**config.mk**
```make
export PLATFORM = sky130hd
export DESIGN_NAME = mmio_completer
export DESIGN_NICKNAME = d
export VERILOG_FILES = /design/src/rtl/mmio_completer.sv
export SDC_FILE = /design/constraint.sdc
export NUM_CORES = 1
export LEC_CHECK = 0
export ABC_AREA = 1
export CAP_MARGIN = 20
export CELL_PAD_IN_SITES_DETAIL_PLACEMENT = 1
export CELL_PAD_IN_SITES_GLOBAL_PLACEMENT = 1
export CORE_AREA = 10 10 149 178
export CTS_BUF_LIST = sky130_fd_sc_hd__clkbuf_8 sky130_fd_sc_hd__clkbuf_16
export DETAILED_ROUTE_END_ITERATION = 12
export DIE_AREA = 0 0 159 188
export PLACE_DENSITY_LB_ADDON = 0.08
export RECOVER_POWER = 100
export SLEW_MARGIN = 20
export SYNTH_ARGS = -nofsm -noshare
export SYNTH_HDL_FRONTEND = slang
export SYNTH_SLANG_ARGS = --single-unit
```
**constraint.sdc**
```tcl
create_clock -name user_clk -period 3.85 [get_ports user_clk]
set_clock_uncertainty 0.2 [all_clocks]
set_input_delay 0.77 -clock user_clk [delete_from_list [all_inputs] [get_ports user_clk]]
set_output_delay 0.77 -clock user_clk [all_outputs]
set_load 0.1 [all_outputs]
```
**src/rtl/mmio_completer.sv**
```systemverilog
// BAR0 MMIO completer: decodes 3DW MWr32/MRd32 from the RX stream, serves a
// four-register map and answers reads with a two-beat CplD on the TX stream.
module mmio_completer #(
  parameter logic [15:0] COMPLETER_ID = 16'h0100
) (
  input  logic        user_clk,
  input  logic        sys_rst_n,
  input  logic [63:0] m_axis_rx_tdata,
  input  logic [7:0]  m_axis_rx_tkeep,
  input  logic        m_axis_rx_tlast,
  input  logic        m_axis_rx_tvalid,
  output logic        m_axis_rx_tready,
  input  logic        m_axis_rx_bar0,
  output logic [63:0] s_axis_tx_tdata,
  output logic [7:0]  s_axis_tx_tkeep,
  output logic        s_axis_tx_tlast,
  output logic        s_axis_tx_tvalid,
  input  logic        s_axis_tx_tready,
  input  logic [3:0]  dipsw,
  input  logic [4:0]  buttons,
  output logic [7:0]  led
);

  localparam int unsigned DW_W  = 32;
  localparam int unsigned LED_W = 8;

  localparam logic [6:0] FT_MWR32 = 7'b1000000;
  localparam logic [6:0] FT_MRD32 = 7'b0000000;
  localparam logic [6:0] FT_CPLD  = 7'b1001010;

  typedef enum logic [2:0] {
    S_IDLE, S_HDR2, S_DROP, S_CPL0, S_CPL1
  } state_t;

  state_t            state_q, state_d;
  logic [6:0]        fmt_q, fmt_d;
  logic [2:0]        tc_q, tc_d;
  logic [1:0]        attr_q, attr_d;
  logic [9:0]        len_q, len_d;
  logic [15:0]       req_id_q, req_id_d;
  logic [7:0]        tag_q, tag_d;
  logic [3:0]        be_q, be_d;
  logic              bar0_q, bar0_d;
  logic [4:0]        addr_q, addr_d;
  logic [DW_W-1:0]   rdata_q, rdata_d;
  logic              pend_q, pend_d;
  logic              rdy_q, rdy_d;
  logic              tx_valid_q, tx_valid_d;
  logic [63:0]       tx_data_q, tx_data_d;
  logic [7:0]        tx_keep_q, tx_keep_d;
  logic              tx_last_q, tx_last_d;
  logic [LED_W-1:0]  led_q, led_d;
  logic [DW_W-1:0]   scratch_q, scratch_d;
  logic [DW_W-1:0]   cycles_q;

  logic              rx_acc, tx_acc, req_ok, wr_en, rd_ok;
  logic [DW_W-1:0]   dw2, dw3, rd_mux;
  logic [DW_W-1:0]   cpl_dw0, cpl_dw1, cpl_dw2;
  logic              unused_bits;

  assign unused_bits = ^{m_axis_rx_tkeep, m_axis_rx_tdata};

  assign rx_acc = m_axis_rx_tvalid & rdy_q;
  assign tx_acc = tx_valid_q & s_axis_tx_tready;
  assign dw2    = m_axis_rx_tdata[31:0];
  assign dw3    = m_axis_rx_tdata[63:32];
  assign req_ok = bar0_q & (len_q == 10'd1);
  assign wr_en  = (state_q == S_HDR2) & rx_acc & req_ok & (fmt_q == FT_MWR32);
  assign rd_ok  = req_ok & (fmt_q == FT_MRD32);

  // Only address bits [3:2] select a register; everything above aliases.
  always_comb begin
    rd_mux = '0;
    case (dw2[3:2])
      2'd0:    rd_mux = DW_W'(led_q);
      2'd1:    rd_mux = DW_W'({buttons, dipsw});
      2'd2:    rd_mux = scratch_q;
      default: rd_mux = cycles_q;
    endcase
  end

  assign cpl_dw0 = {1'b0, FT_CPLD, 1'b0, tc_q, 4'b0, 2'b00, attr_q, 2'b00, 10'd1};
  assign cpl_dw1 = {COMPLETER_ID, 3'b000, 1'b0, 12'd4};
  assign cpl_dw2 = {req_id_q, tag_q, 1'b0, addr_q, 2'b00};

  // Register writes with first-BE byte masking; RO slots ignore writes.
  always_comb begin
    led_d     = led_q;
    scratch_d = scratch_q;
    if (wr_en) begin
      case (dw2[3:2])
        2'd0: if (be_q[0]) led_d = dw3[7:0];
        2'd2: begin
          for (int b = 0; b < 4; b++) begin
            if (be_q[b]) scratch_d[8*b +: 8] = dw3[8*b +: 8];
          end
        end
        default: ;
      endcase
    end
  end

  always_comb begin
    state_d    = state_q;
    fmt_d      = fmt_q;
    tc_d       = tc_q;
    attr_d     = attr_q;
    len_d      = len_q;
    req_id_d   = req_id_q;
    tag_d      = tag_q;
    be_d       = be_q;
    bar0_d     = bar0_q;
    addr_d     = addr_q;
    rdata_d    = rdata_q;
    pend_d     = pend_q;
    tx_valid_d = tx_valid_q;
    tx_data_d  = tx_data_q;
    tx_keep_d  = tx_keep_q;
    tx_last_d  = tx_last_q;

    case (state_q)
      S_IDLE: begin
        if (rx_acc) begin
          fmt_d    = m_axis_rx_tdata[30:24];
          tc_d     = m_axis_rx_tdata[22:20];
          attr_d   = m_axis_rx_tdata[13:12];
          len_d    = m_axis_rx_tdata[9:0];
          req_id_d = m_axis_rx_tdata[63:48];
          tag_d    = m_axis_rx_tdata[47:40];
          be_d     = m_axis_rx_tdata[35:32];
          bar0_d   = m_axis_rx_bar0;
          if (!m_axis_rx_tlast) state_d = S_HDR2;
        end
      end
      S_HDR2: begin
        if (rx_acc) begin
          if (rd_ok) begin
            addr_d  = dw2[6:2];
            rdata_d = rd_mux;
            if (m_axis_rx_tlast) begin
              state_d = S_CPL0;
            end else begin
              pend_d  = 1'b1;
              state_d = S_DROP;
            end
          end else begin
            state_d = m_axis_rx_tlast ? S_IDLE : S_DROP;
          end
        end
      end
      S_DROP: begin
        if (rx_acc && m_axis_rx_tlast) begin
          state_d = pend_q ? S_CPL0 : S_IDLE;
          pend_d  = 1'b0;
        end
      end
      S_CPL0:  if (tx_acc) state_d = S_CPL1;
      S_CPL1:  if (tx_acc) state_d = S_IDLE;
      default: state_d = S_IDLE;
    endcase

    // TX beat is loaded on state entry and held until accepted.
    if (state_d == S_CPL0 && state_q != S_CPL0) begin
      tx_valid_d = 1'b1;
      tx_data_d  = {cpl_dw1, cpl_dw0};
      tx_keep_d  = 8'hFF;
      tx_last_d  = 1'b0;
    end else if (state_d == S_CPL1 && state_q == S_CPL0) begin
      tx_valid_d = 1'b1;
      tx_data_d  = {rdata_q, cpl_dw2};
      tx_keep_d  = 8'hFF;
      tx_last_d  = 1'b1;
    end else if (state_d != S_CPL0 && state_d != S_CPL1) begin
      tx_valid_d = 1'b0;
      tx_data_d  = '0;
      tx_keep_d  = '0;
      tx_last_d  = 1'b0;
    end

    rdy_d = (state_d == S_IDLE) || (state_d == S_HDR2) || (state_d == S_DROP);
  end

  always_ff @(posedge user_clk or negedge sys_rst_n) begin
    if (!sys_rst_n) begin
      state_q    <= S_IDLE;
      fmt_q      <= '0;
      tc_q       <= '0;
      attr_q     <= '0;
      len_q      <= '0;
      req_id_q   <= '0;
      tag_q      <= '0;
      be_q       <= '0;
      bar0_q     <= 1'b0;
      addr_q     <= '0;
      rdata_q    <= '0;
      pend_q     <= 1'b0;
      rdy_q      <= 1'b0;
      tx_valid_q <= 1'b0;
      tx_data_q  <= '0;
      tx_keep_q  <= '0;
      tx_last_q  <= 1'b0;
      led_q      <= '0;
      scratch_q  <= '0;
      cycles_q   <= '0;
    end else begin
      state_q    <= state_d;
      fmt_q      <= fmt_d;
      tc_q       <= tc_d;
      attr_q     <= attr_d;
      len_q      <= len_d;
      req_id_q   <= req_id_d;
      tag_q      <= tag_d;
      be_q       <= be_d;
      bar0_q     <= bar0_d;
      addr_q     <= addr_d;
      rdata_q    <= rdata_d;
      pend_q     <= pend_d;
      rdy_q      <= rdy_d;
      tx_valid_q <= tx_valid_d;
      tx_data_q  <= tx_data_d;
      tx_keep_q  <= tx_keep_d;
      tx_last_q  <= tx_last_d;
      led_q      <= led_d;
      scratch_q  <= scratch_d;
      cycles_q   <= cycles_q + DW_W'(1);
    end
  end

  assign m_axis_rx_tready = rdy_q;
  assign s_axis_tx_tvalid = tx_valid_q;
  assign s_axis_tx_tdata  = tx_data_q;
  assign s_axis_tx_tkeep  = tx_keep_q;
  assign s_axis_tx_tlast  = tx_last_q;
  assign led              = led_q;

endmodule

```
# After elaboration in Yosys (flattened, before gate mapping)
# Index checks and enable logic that the tools add are counted.
# totals
output_inout_bits,83
ff_bits,239
in_bits,87
# classes
bitwise,7
muxes,27
add_sub_neg,1
reduce_logical,20
eq_ne,19
# ops
operator,count
2-to-1 mux 64 bit,3
case mux 32 bit (3 select lines),1
adder 32 x 1 -> 32 bit (second input constant),1
2-to-1 mux 8 bit,3
2-to-1 mux 3 bit,7
AND reduction 3 bit,6
case mux 3 bit (5 select lines),1
== test 3 x 2 -> 1 bit (second input constant),4
== test 10 x 1 -> 1 bit (second input constant),1
2-to-1 mux 1 bit,9
inequality test 2 bit (second input constant),4
AND 1 bit,7
== test 7 bit (second input constant),1
zero test 7 bit,1
== test 3 x 1 -> 1 bit (second input constant),2
== test 3 bit (second input constant),2
zero test 3 bit,2
inequality test 3 x 2 -> 1 bit (second input constant),2
AND reduction 5 bit,1
logical AND 1 bit,4
2-to-1 mux 2 bit,2
inequality test 3 bit (second input constant),1
nonzero test 3 bit,1
== test 2 x 1 -> 1 bit (second input constant),1
other kinds (6),7

# Longest topological paths before layout
# Gate-level depths: netlist of run 1.
# logic_depth
ltp_word,11
ltp_mapped,14
mapped_depth_nobuf,12

# Worst setup path before layout of run 1
# No wires, ideal clock.
# synth_timing
kind,register to register
startpoint,"register, netlist name s_axis_tx_tkeep[6]"
endpoint,"register tx_keep_q[6], in the netlist s_axis_tx_tkeep[6]"
slack_ns,1.186
t_arrival_ns,2.326
synth_period_minus_slack_ns,2.664
path_buffers,2
t_required_ns,3.512
setup_ns,0.138
stages_incl_launch_ff,13
path_cell_list,dfrtp_1 > nand2_1 > inv_1 > nor2_1 > nor2_2 > o21a_1 > nand2_2 > nand2_1 > nand2_1 > buf_6 > buf_6 > nand2_1 > nand3_1
# synth_lines
element,line_no,rtl
end signal: assignment,221,tx_keep_q <= tx_keep_d;
end: declaration,50,"logic [7:0] tx_keep_q, tx_keep_d;"

# Worst setup path after layout of run 1
# layout_timing
startpoint,input port m_axis_rx_tvalid
endpoint,register rdata_q[19]
# layout_via
elab_chain_len,2
# layout_lines
element,line_no,rtl
start: declaration,11,"input logic m_axis_rx_tvalid,"
AND 1 bit,63,assign rx_acc = m_axis_rx_tvalid & rdy_q;
AND reduction 3 bit (no source line),--,
end signal: assignment,216,rdata_q <= rdata_d;
end: declaration,45,"logic [DW_W-1:0] rdata_q, rdata_d;"
# Every way passes these cells.
# A chain may end at the register's enable or synchronous reset.

==> results.txt, run 1 <==
The standard-cell row count is 61. The core region is roughly 23000 um2. The distinct cell type count of the synthesized netlist is 42. The level count of the clock H-tree came out at 1. The depth of the most critical reg-to-reg path is 6. The number of global-route vias before repair came out at 8510. The initial standard-cell utilization of the core is 0.432.

Setup violations remaining at the end of the flow were counted as 0. The HPWL after detailed placement is between 20000 and 25000 um. The initial antenna violation count came out at 0. TritonCTS built the clock tree. The checks that failed: capacitance limit, slew limit. The measured slew at the worst slew-check pin is 2.37 ns.

The die area came out at ~30000 um2. The largest total area in the synthesized netlist belongs to dfrtp_1. The fmax came out at roughly 310 MHz. By startpoint and endpoint, the worst setup path is classified as primary input to flip-flop. The run finished, with violations left.

The placement-stage cell area is ~12000 um2. Of the available clock period, the critical path in the final layout requires 0.840. The number of antenna diodes in the final layout is 0. Yosys mapped a number of flops with a built-in enable equal to 0. The via count of the routed design is just under 8k. The number of buffers added by the clock tree synthesis step is 25. The remaining antenna violation count is 0.

The maximum number of pins on one net before global-route repair came out at 90. The finished layout holds around 1.5k standard cells, fillers aside. The count of state elements after synthesis came out at around 230. The minimum clock period came out at around 3.2 ns.

Across all hold checks on the routed design, the worst slack comes to about 0.27 ns. The clock-pin slew reported for the worst setup and hold paths after clock tree synthesis came out at approximately 0.060 ns. The hold violation count in the final report came to 0. The post-detailed-route wirelength per cell is approximately 19 um. Measured against its own limit, the worst slew margin works out to -0.577.

For this design, the CTS-stage hold fixing added 0 buffers. From left edge to right edge, the die measures about 160 um. Of the post-synthesis cell area, the dominant cell type holds 0.578. Counting flops with an async set or reset pin after synthesis yields a share of 1.00. The latest clock arrival within the worst-skew pair is 0.52 ns. In this run the worst hold path is classified as flip-flop to flip-flop. The tree is rooted in a clkbuf_16. In this run the worst setup path begins at m_axis_rx_tvalid. The top-level I/O count came out at 170. Of the cells placed in the final design, the portion with a size suffix greater than 1 is 0.0691. The area of all placed cells without fillers came out at 12100 um2. The warning count from the yosys run is 0. The count of buffers added by post-CTS timing repair for setup is 0. The number of search-and-repair iterations in the first detailed-routing pass came out at 4. The global-route usage over all layers came out at 0.195. The proportion of synthesized chip area in sequential cells is 0.578. The required time reported for the critical path endpoint is just over 4 ns. The post-synthesis cell count is 1065. The final layout net count came out at between 1k and 1.5k. The most instantiated flip-flop cell in the synthesis netlist is dfrtp_1. The startpoint of the worst register-to-register path is m_axis_rx_tready$_DFF_PN0_.

Of all nets on the critical path, the largest fanout is 23. The die span in y came out at about 190 um. STA classifies the critical path endpoint as a flip-flop. For this design, the sink count on the clock tree is 229.

Max-cap violations in this run came to 3. The detailed-route vias per instance is between 5 and 6. From synthesis to final layout, the design area changed by 22.3%. By area the synthesized netlist is led by dfrtp_1, nand2_1, nand4_1, inv_1, o21ai_0. Setup total negative slack on the finished layout was measured at 0 ns. The global-route wire length before repair came out at about 47000 um. The most common cell in the synthesized netlist is nand2_1. The leakage dissipation is between 6 and 7 nW.

Post-CTS repair changed the size of 0 cells. The number of placed instances, taps included is 1488. The worst endpoint data arrival time is 3.43 ns.

The power density over cell area is between 500 and 600 nW/um2. The count of pins over their slew limit came out at between 150 and 200. The commonest cells after synthesis are nand2_1, dfrtp_1, inv_1.

The synthesized netlist occupies a cell area of 9920 um2. Wires add up to 29200 um. Following the worst setup path forward leads to its endpoint at rdata_q[19]$_DFFE_PN0P_. The clock passes through at most 3 buffers. The kind of launch point of the worst setup path is a primary input. The post-synthesis area per instance is ~9.3 um2. Summed over all layers, the global routing overflow is 0. Across the VDD grid, the largest voltage drop is between 300 and 400 uV. Setup repair after global routing left no endpoint under its margin. The number of remaining DRC errors came out at 0. After the first detailed-routing iteration, the DRC count stood at 324. At the end of routability-driven placement, the weighted congestion stood at 0.794. The total of buffers placed on input and output ports came out at 149.

The endpoint identified for the worst register-to-register timing path is rdata_q[19]$_DFFE_PN0P_. The reg-to-reg setup timing slack came out at around 1.0 ns.
[sequential cells by signal (all words and copies together) (netlist names), 4 cells and up]
name,cells
len_q,10
led,8
cycles_q,32
fmt_q,7
rdata_q,32
req_id_q,16
scratch_q,32
s_axis_tx_tdata,62
be_q,4
tag_q,8
addr_q,5
[power breakdown]
group          switching (mW)  internal, mW  total (mW)
combinational            1.09         0.394        1.48
clock                   0.963          1.45        2.41
sequential              0.179          2.72        2.90
[cell usage in the layout, fill, tap and decap left out, types with 2 or more instances in the layout]
master | synthesis | layout
nand2_1 | 313 | 314
clkbuf_1 | 30 | 42
clkbuf_8 | 0 | 4
clkdlybuf4s50_1 | 0 | 66
inv_2 | 2 | 3
dfrtp_1 | 229 | 229
xnor2_1 | 2 | 2
nor3_1 | 10 | 12
a221oi_1 | 6 | 6
xor2_1 | 28 | 28
buf_4 | 10 | 10
bufinv_16 | 0 | 3
dlygate4sd3_1 | 0 | 43
nand3_1 | 18 | 23
o21ai_1 | 40 | 6
a21oi_1 | 6 | 7
nand3b_1 | 1 | 2
conb_1 | 1 | 2
nor2_1 | 31 | 36
clkinv_2 | 0 | 8
clkbuf_16 | 0 | 25
o21ai_0 | 72 | 106
nor4_1 | 3 | 4
clkinv_1 | 3 | 3
a22o_1 | 5 | 5
nand3_2 | 8 | 2
inv_1 | 101 | 102
mux2_2 | 16 | 16
buf_12 | 0 | 2
clkbuf_2 | 0 | 5
mux2i_1 | 13 | 13
nand4_1 | 74 | 74
[worst max-delay path: stages]
cell	delay (ns)
dlygate4sd3_1	0.53
nand2_1	0.19
nor3_1	0.12
nand4_2	0.11
clkbuf_1	1.30
mux2i_1	0.30
inv_1	0.08
[kinds of logic after synthesis]
kind of cell,Yosys count,synth area share
buffers and inverters,167,0.0733
flip-flops,229,0.578
multiplexers,29,0.0313
AO/OA/AOI/OAI,134,0.0730
adder cells (fa/ha/maj),1,0.00126
XOR/XNOR,30,0.0265
other,1,0.000378
AND/OR/NAND/NOR,474,0.217
[final cells by class]
| type | instances | area (um2) |
|---|---|---|
| well taps | 315 | 394 |
| clock buffers | 29 | 681 |
| inverters | 106 | 398 |
| repair buffers | 168 | 1390 |
| fillers | 2691 | 10800 |
| flip-flops and latches | 229 | 5730 |
| multi-input cells | 670 | 3400 |
| clock inverters | 13 | 138 |
[per-layer routing]
| metal | up-vias | part of all wire | global-route usage |
|---|---|---|---|
| met5 | - | 0 | 0 |
| met4 | 0 | 0.022 | 0.0510 |
| met3 | 38 | 0.040 | 0.0316 |
| met2 | 142 | 0.51 | 0.343 |
| met1 | 3928 | 0.43 | 0.242 |
| li1 | 3731 | - | - |
[how the worst min path moves through the flow]
stage / from / endpoint / slack (ns) / cells past startpoint
floorplan: rdata_q[9]$_DFFE_PN0P_ / s_axis_tx_tdata[41]$_DFFE_PN0P_ / 0.24 / 2
global placement: addr_q[1]$_DFFE_PN0P_ / s_axis_tx_tdata[3]$_DFFE_PN0P_ / 0.26 / 2
detailed placement: rdata_q[16]$_DFFE_PN0P_ / s_axis_tx_tdata[48]$_DFFE_PN0P_ / 0.26 / 2
CTS: sys_rst_n / fmt_q[2]$_DFFE_PN0P_ / 0.09 / 1
global route: rdata_q[16]$_DFFE_PN0P_ / rdata_q[16]$_DFFE_PN0P_ / 0.30 / 2
finish: rdata_q[16]$_DFFE_PN0P_ / s_axis_tx_tdata[48]$_DFFE_PN0P_ / 0.27 / 2
[stage by stage]
stage / total power [mW] / util / setup WS (ns)
detailed placement: 4.50 / 0.504 / 0.626
CTS: 6.93 / 0.540 / 0.756
global route: 7.14 / 0.528 / 0.411
finish: 6.80 / 0.528 / 0.615
global placement: 4.45 / 0.504 / 0.665
floorplan: 4.07 / - / 1.19
Note: power is estimated with default switching activity, not from simulation.
==> run 2, diff against run 1 <==
Settings changed: CORE_AREA 10 10 149 178 to 10 10 155 186, DIE_AREA 0 0 159 188 to 0 0 165 196.
Clock period 3.85 ns to 3 ns, I/O delays scaled along.
==> results.txt, run 2 (synthesized netlist as in run 1, its figures left out) <==
The final worst setup slack is 0.346 ns (-0.269 ns). The top-level I/O count came out at 170 (unchanged). The max capacitance violation total is 0 (-3). The leakage dissipation came out at 6.06 nW (-2.2%).

The number of fillers in the final layout came out at 2955 (+9.8%). The power density over cell area is 733 nW/um2 (+31%). STA classifies the critical path endpoint as a primary output. The maximum number of pins on one net before global-route repair is 87 (-3.3%). Leaving out fill and tap cells, the most frequent cells in the layout are nand2_1, dfrtp_1, o21ai_0.

The total of buffers placed on input and output ports came out at 149 (unchanged). The post-detailed-route wirelength per cell is 18.8 um (-1.6%). The depth of the most critical reg-to-reg path came to 11 (+5). The setup TNS after final layout is 0 ns (unchanged). The largest vdd supply drop came out at 363 uV (+13%).

The share of cells above drive strength 1 was 0.0873 (+0.0182). The global-route usage over all layers was 0.181 (-0.0139). The die area is 32300 um2 (+8.2%). The clock-pin slew reported for the worst setup and hold paths after clock tree synthesis is 0.06 ns (about the same). The met3 wirelength from detailed routing came out at 1480 um (+28%). The measured slew at the worst slew-check pin is 1.43 ns (-0.936 ns). The sink count of the clock tree is 229 (unchanged). The relative slew slack was 0.0474 (+0.624). The placement-stage cell area was 11600 um2 (+0.46%). The area of all placed cells without fillers came out at 12100 um2 (-0.30%).

The power consumption came to 8.87 mW (+30%). The flow ran to the end, and the final reports show no timing, DRC or antenna violations. The detailed-route vias per instance is 5.03 (-1.9%).

The placement-stage worst setup slack came out at 0.0796 ns (-0.546 ns). The routed wire length on met2 came out at 14400 um (-3.2%). The total wire length is 29200 um (about the same).

The number of remaining DRC errors is 0 (unchanged). The count of pins over their slew limit came out at 0 (-100%). The worst endpoint data arrival time is 1.85 ns (-1.58 ns).

The width of the chip was 165 um (+3.8%). The minimum clock period came out at about 2.7 ns. The final estimated routing congestion in global placement came out at 0.787 (-0.84%). The share of the cycle needed by the critical path after routing is 0.885.

The number of global-route vias before repair came out at 8648 (+1.6%). The number of search-and-repair iterations in the first detailed-routing pass is 4 (unchanged). The slowest stage of the critical path belongs to the cell clkbuf_1. The number of hold buffers added after cts was 1 (+1). The critical path is of the flip-flop to primary output type. The cell sitting at the root of the clock tree is a clkbuf_16. The fmax is about 380 MHz. The required time reported for the critical path endpoint is 2.20 ns (-1.84 ns). The wire length on met1 came out at 13000 um (+3.5%). The standard-cell row count came to 64 (+4.9%). The via count of the routed design came to 7819 (-0.26%). The initial antenna violation count came out at 0 (unchanged).

The remaining antenna violation count came to 0 (unchanged). The largest driver fanout on the critical path came out at 2 (-91%). The total congestion overflow after global routing came out at 0 (unchanged).

The library cell used most frequently in the layout, excluding fill and tap cells, is nand2_1. The half-perimeter wire length after detailed placement was 20600 um (+2.2%). The final layout net count is 1296 (+0.62%). Setup repair after global routing left no endpoint under its margin. The count of buffers added by post-CTS timing repair for setup came out at 0 (unchanged).

The biggest cell delay along the critical path is 0.96 ns (-0.34 ns). TritonCTS built the clock tree. The critical path buffer and inverter count is 1 (-2). STA classifies the critical path startpoint as a flip-flop. The post-cts resize count is 0 (unchanged). In this design, the largest share of critical-path delay is due to buffers and inverters. The level count of the clock H-tree came out at 1 (unchanged). The worst hold path depth is 2 (unchanged).

The die span in y came to 196 um (+4.3%). The signal on the critical path passes through clkbuf_1. The hold violation count in the final report is 0 (unchanged).

The final-report setup violation count came out at 0 (unchanged). The global-route wire length before repair was 47500 um (about the same). The number of stages on the worst setup path came out at 1 (-6). The number of buffers on the longest clock path came out at 3 (unchanged). The detailed router's first-iteration violation count came to 411 (+27%). The uppermost layer routed is met4. The utilization of the core after routing is 0.481 (-0.0470).

The synthesis-to-finish area growth came out at 21.9%. The tightest min-delay check is of the flip-flop to flip-flop type. The antenna cell count is 0 (unchanged). The total core area came to 25100 um2 (+9.4%). The flip-flop count of the largest register after layout is 62 (unchanged). The number of buffers added by the clock tree synthesis step came out at 25 (unchanged). The initial standard-cell utilization of the core was 0.395 (-0.0373).

The latest clock arrival within the worst-skew pair came out at 0.53 ns (about the same).
==> run 2: through the flow <==
step                cells  hold slack (ns)
floorplan            1066            0.104
global placement     1510            0.258
detailed placement   1510            0.263
CTS                  1555            0.283
global route         1555            0.299
finish               1555            0.278
==> run 2: metal layers <==
metal,vias to the layer above,track usage
li1,3736,-
met3,35,0.0300
met5,-,0
met4,0,0.0312
met2,137,0.306
met1,3911,0.240
==> run 2: worst reg2reg max path, delay by kind of cell (launching register included) <==
kind	cells	cell delay [ns]
fa+ha+maj	1	0.19
simple gates	8	1.43
buf+inv	1	0.09
flops	1	0.39
xor+xnor	1	0.17
==> run 2: worst paths after layout <==
kind                                            startpoint                               to  slack (ns)
max                        s_axis_tx_tdata[32]$_DFFE_PN0P_              s_axis_tx_tdata[32]        0.35
min                                rdata_q[17]$_DFFE_PN0P_  s_axis_tx_tdata[49]$_DFFE_PN0P_        0.28
max reg2reg                          cycles_q[0]$_DFF_PN0_           cycles_q[30]$_DFF_PN0_        0.40
min reg2reg                        rdata_q[17]$_DFFE_PN0P_  s_axis_tx_tdata[49]$_DFFE_PN0P_        0.28
max in group asynchronous                        sys_rst_n         scratch_q[6]$_DFFE_PN0P_        0.72
min in group asynchronous                        sys_rst_n             len_q[1]$_DFFE_PN0P_        0.76
==> run 2: layout make-up <==
cell class,instances,area [um2],share of cell area
tap,330,413,0.0341
inverter,106,398,0.0329
multi-input combinational,670,3420,0.283
sequential,229,5730,0.474
clock inverter,11,133,0.0110
timing repair buffer,176,1260,0.104
clock buffer,33,736,0.0608
==> run 2: report_power, final <==
part	internal [mW]	total, mW	switching [mW]
Combinational	0.521	1.92	1.40
Clock	1.97	3.22	1.26
Sequential	3.49	3.73	0.235
Total	5.98	8.87	2.89
